File: config.mk
export PLATFORM = sky130hd
export DESIGN_NAME = pipeline_hazard_ctrl
export DESIGN_NICKNAME = d
export VERILOG_FILES = /design/src/rtl/pipe_pkg.sv /design/src/rtl/load_use_detect.sv /design/src/rtl/pipeline_hazard_ctrl.sv
export SDC_FILE = /design/constraint.sdc
export NUM_CORES = 1
export LEC_CHECK = 0
export CORE_ASPECT_RATIO = 1.5
export CORE_UTILIZATION = 25
export DETAILED_ROUTE_END_ITERATION = 16
export DONT_BUFFER_PORTS = 1
export HOLD_SLACK_MARGIN = 0.02
export PLACE_DENSITY = 0.43
export SLEW_MARGIN = 5
export SYNTH_ARGS = -nofsm -noshare
export SYNTH_HDL_FRONTEND = slang
export SYNTH_SLANG_ARGS = --single-unit
File: constraint.sdc
create_clock -name clk -period 2.8 [get_ports clk]
set_input_delay 0 -clock clk [delete_from_list [all_inputs] [get_ports clk]]
set_output_delay 0 -clock clk [all_outputs]
set_load 0.005 [all_outputs]
File: src/rtl/pipe_pkg.sv
// pipe_pkg: shared state encoding and constants for the pipeline hazard controller
package pipe_pkg;
    typedef enum logic [1:0] {
        RUN   = 2'd0,
        IMISS = 2'd1,
        DMISS = 2'd2
    } state_t;
    localparam logic       MEMSEL_I = 1'b0;
    localparam logic       MEMSEL_D = 1'b1;
    localparam logic [4:0] REG_ZERO = 5'd0;
endpackage

File: src/rtl/load_use_detect.sv
// load_use_detect: flags an IF/ID instruction reading the destination of a load still in ID/EX
module load_use_detect
    import pipe_pkg::*;
(
    input  logic       ex_memread,
    input  logic [4:0] ex_rt,
    input  logic [4:0] id_rs,
    input  logic [4:0] id_rt,
    output logic       hazard
);
    assign hazard = ex_memread && ex_rt != REG_ZERO && (ex_rt == id_rs || ex_rt == id_rt);
endmodule

File: src/rtl/pipeline_hazard_ctrl.sv
// pipeline_hazard_ctrl: stall/flush/refill sequencing for the five-stage pipeline
// State and counter update on the falling edge, alongside the pipeline registers.
module pipeline_hazard_ctrl
    import pipe_pkg::*;
#(
    parameter int CNT_W = 16
) (
    input  logic             clk,
    input  logic             rstn,
    input  logic [4:0]       id_rs,
    input  logic [4:0]       id_rt,
    input  logic             ex_memread,
    input  logic [4:0]       ex_rt,
    input  logic             mem_branch_taken,
    input  logic             mem_access,
    input  logic             icache_hit,
    input  logic             dcache_hit,
    input  logic             mem_ack,
    output logic             pc_en,
    output logic             ifid_en,
    output logic             idex_en,
    output logic             exmem_en,
    output logic             memwb_en,
    output logic             ifid_flush,
    output logic             idex_flush,
    output logic             exmem_flush,
    output logic             memwb_flush,
    output logic             pc_src,
    output logic             mem_req,
    output logic             mem_sel,
    output logic [CNT_W-1:0] stall_cycles
);
    state_t     state, state_nxt;
    logic       lu, dmiss, lu_stall, in_miss;
    logic [4:0] en;
    logic [3:0] fl;

    load_use_detect u_lud (
        .ex_memread(ex_memread),
        .ex_rt     (ex_rt),
        .id_rs     (id_rs),
        .id_rt     (id_rt),
        .hazard    (lu)
    );

    assign dmiss   = mem_access && !dcache_hit;
    assign in_miss = state == IMISS || state == DMISS;

    always_ff @(negedge clk or negedge rstn) begin
        if (!rstn) state <= RUN;
        else       state <= state_nxt;
    end

    // Refills have no abort path; only an ack leaves a miss state.
    always_comb begin
        state_nxt = in_miss ? (mem_ack ? RUN : state)
                  : dmiss ? DMISS
                  : mem_branch_taken ? RUN
                  : !icache_hit ? IMISS : RUN;
    end

    always_comb begin
        en       = '1;
        fl       = '0;
        pc_src   = 1'b0;
        lu_stall = 1'b0;
        if (in_miss) begin
            en    = '0;
            fl[0] = state == DMISS;
        end else if (dmiss) begin
            en    = '0;
            fl[0] = 1'b1;
        end else if (mem_branch_taken) begin
            fl     = 4'b1110;
            pc_src = 1'b1;
        end else if (!icache_hit) begin
            en = '0;
        end else if (lu) begin
            en[4:3]  = 2'b00;
            fl[2]    = 1'b1;
            lu_stall = 1'b1;
        end
    end

    assign {pc_en, ifid_en, idex_en, exmem_en, memwb_en}      = en;
    assign {ifid_flush, idex_flush, exmem_flush, memwb_flush} = fl;
    assign mem_req = in_miss;
    assign mem_sel = state == DMISS ? MEMSEL_D : MEMSEL_I;

    always_ff @(negedge clk or negedge rstn) begin
        if (!rstn)                                        stall_cycles <= '0;
        else if ((in_miss || lu_stall) && stall_cycles != '1) stall_cycles <= stall_cycles + 1'b1;
    end
endmodule
## Yosys cells after proc, flatten, opt, wreduce, memory -nomap -nowiden

Cells that the tools add are included.
W data, S select, Z words.

- Register bits after elaboration: 18
- Bits in latches: 0
- Bits in writable memories: 0
- Memory bits (read-only): 0
- Bits of input ports: 23
- Output and inout port bits: 28
- Word-level logic and storage cells: 44
- Memories kept: 0

- Add/subtract/negate cells: 1
- $mul: 0
- Div/mod/pow operators: 0
- $lt $le $gt $ge: 0
- Eq/ne operators: 6
- Shifts and indexed selects: 0
- Multiplexer cells: 26
- Bitwise operators: 0
- Reduce and logical (&&, ||, !) cells: 9

Operators by type and width:

| kind | number |
|---|---|
| $add A16 B1 Y16 const B | 1 |
| $ne A16 B16 Y1 const B | 1 |
| $mux W5 | 3 |
| $mux W1 | 14 |
| $mux W2 | 6 |
| $eq A5 B5 Y1 | 2 |
| $mux W3 | 3 |
| $reduce_bool A5 Y1 | 1 |
| $logic_and A1 B1 Y1 | 4 |
| $logic_or A1 B1 Y1 | 3 |
| $eq A2 B1 Y1 const B | 1 |
| $eq A2 B2 Y1 const B | 1 |
| $ne A2 B2 Y1 const B | 1 |
| $logic_not A1 Y1 | 1 |

## Depth between registers and ports, before layout

- Depth after elaboration: 10
- Gate-level depth with buffers: 7
- Depth with buffers taken out: 6

## Hierarchy

A second synthesis with hierarchy kept.

- Cell total of the unflattened synthesis: 123
- Area, all modules: 1154.9 um2

By module, submodules not included:

| module | instances | cells each | area an instance (um2) | seq. area each (um2) |
|---|---|---|---|---|
| pipeline_hazard_ctrl | 1 | 106 | 1029.7 | 450.4 |
| load_use_detect | 1 | 17 | 125.1 | 0.0 |

==> qor.yml <==
status: "complete, but fails checks"
violations: "DRC, setup timing"
die-area_sq_um: 4798
yosys.area.top_type: "dfrtn_1"
min_path_type: "in -> out"
final_cells: 167
cellLeakagePower_nw: 0.5608
yosysSeqAreaShare_pct: 39.87
setup_viol: 2
synth_top_cell_area_share_pct: 39.87
path_class: "reg -> out"
grt_usage_pct: 10.95
buffer_ports.inserted: 0
die_x_microns: 56.89
die_y_microns: 84.34
hold_violations: 0
grt_util_met2_pct: 19.89
final_cell_mix: "18 x dfrtn_1, 14 x xnor2_1, 10 x xor2_1"
grt_pass1_vias: 900
synth_area_sq_um: 1130
cts_hold_buf: 0
drive_gt1_share_pct: 28.10
maxCapViolations: 0
clockBufferDepth: 2
drtIter0Drc: 26
cts_buffers: 3
synth_fp_nets: 137
utilization_pct: 31.68
slew_headroom_pct: 76.33
ir_drop_mv: 0.3294
path_clk_slew_ns: 0.05
antenna_found_initial: 0
ys_seq_elements: 18
fin_nets: 147
critPathRequiredTime_ns: 2.80
drt-total-wl_microns: 2442
end_kind: "output port"
htreeDepth: 1
gr-usage-met3_pct: 3.544
start_util_pct: 26.39
syn_to_final_growth_pct: 20.04
grt-ovfl-total: 0
skew_ns: 0.002996
rsz0062_at_grt: "yes"
cts_root_buf: "clkbuf_8"
synth.area.top_cells: "dfrtn_1 40%, xnor2_1 11%, xor2_1 7.8%"
gp_congestion: 0.7196
slew_viol_final: 0
clk_latency_ns: 0.27
top_usage_layer: "met2"
worstPathMaxFanout: 3
io_pins: 51
antenna_cells: 0
drtAntennaViolNets: 0
met1_usage_pct: 11.49
mostFrequentLayoutCell: "dfrtn_1"
synth_warnings: 0
placed_cells: 158
pwr_density_cell_nw_per_um2: 629.8
cts.sink_count: 18
dpl.hpwl_microns: 1907
syn_inst: 112
grt_start_max_net_pins: 19
drc: 7
grt_pass1_wl_microns: 4146
cp_data_arrival_time_ns: 2.80
first_pass_iters: 10
cts_tree: "done"
yosysUniqueCellTypes: 34
worst_slew_pin_slew_ns: 0.3518
viasPerCell: 5.198
via_count: 868
core_area_sq_um: 4282
fin_ws_ns: -0.004963
syn_area_per_cell_sq_um: 10.09
rows: 29
critPathLaunchType: "flip-flop"
routedWlPerCell_microns: 14.62
worst max-delay path: stages (launching register included):
cell and delay, ns:
dfrtn_1 0.40, inv_2 0.05, ha_4 0.28, inv_4 0.05
nor3_4 0.14, o31a_1 0.22
synthesized netlist by cell type:
master and number:
a22oi_1 1, and3_1 5, and4_1 1, buf_2 1, buf_4 5, buf_6 1
dfrtn_1 18, ha_1 2, inv_1 3, mux2_1 1, mux2_2 1, mux2_4 1
nand2_1 8, nand2b_1 1, nand3_1 6, nand3b_1 1, nand4_1 9, nand4b_1 2
nor2_1 7, nor2b_1 1, nor3_1 2, nor3_2 1, nor4_1 1, o21a_1 1
o21ai_0 1, o21ai_2 1, o31a_1 1, o31ai_1 1, o41ai_4 1, or2_2 1
or3b_1 1, or4_1 1, xnor2_1 14, xor2_1 10
area by class of cell:
class                      instances  area (sq um)
fill                             460          2925
inverter                           3         13.76
clock buffer                       4         55.05
sequential                        18         450.4
timing repair buffer              12         101.3
tap                               46         57.56
multi-input combinational         84         678.2
repair_timing:
item                                    CTS  global route
buffers inserted                          3             2
endpoints found under the setup margin   10            21
endpoints found under the hold margin     0             0
pin swaps                                 2             4
resized for setup                         6             4
registers in the layout (all words and copies together), names as in the netlist:
signal,count
stall_cycles,16
state,2
logic make-up (layout without fill, tap and decap cells):
kind of cell / count (synthesis) / after routing / share of synthesized area [%]
fa+ha+maj: 2 / 2 / 2.214
mux: 3 / 3 / 3.322
flops: 18 / 18 / 39.87
simple gates: 48 / 48 / 23.81
compound gates: 7 / 7 / 6.424
buf+inv: 10 / 19 / 5.758
xor+xnor: 24 / 24 / 18.60
final timing paths:
path | to | depth (start not counted) | start | slack [ns]
max | pc_en | 5 | state[0] | -0.005
min | idex_flush | 1 | mem_branch_taken | 0.12
max reg2reg | stall_cycles[1] | 6 | stall_cycles[0] | 0.63
min reg2reg | stall_cycles[3] | 1 | stall_cycles[3] | 0.46
max in group asynchronous | stall_cycles[3] | 0 | rstn | 1.98
min in group asynchronous | state[0] | 0 | rstn | 0.71
power by group:
group | total [W] | switching (W) | internal, W | leakage [nW]
Combinational | 0.000260 | 0.000110 | 0.000149 | 0.292
Clock | 0.000206 | 0.0000813 | 0.000125 | 0.0288
Sequential | 0.000388 | 0.0000744 | 0.000314 | 0.240
through the flow:
step | hold WS [ns] | cell area (sq um) | setup slack (ns) | power (W) | setup TNS, ns
after detailed placement | 0.1229 | 1230 | -0.2059 | 0.0006132 | -2.489
after global routing | 0.1224 | 1356 | -0.07292 | 0.0009183 | -0.2712
final | 0.1194 | 1356 | -0.004963 | 0.0008542 | -0.009867
after CTS | 0.1229 | 1328 | -0.01496 | 0.0008510 | -0.02992
after global placement | 0.1256 | 1230 | -0.1741 | 0.0006086 | -2.037
after floorplan | 0.1135 | 1174 | -0.09430 | 0.0005664 | -0.5524
layer usage:
layer	routed length [microns]	part of all wire (%)
met1	919	38
met2	1345	55
met3	156	6.4
met4	21	0.86
met5	0	0
Note: power is estimated with default switching activity, not from simulation.
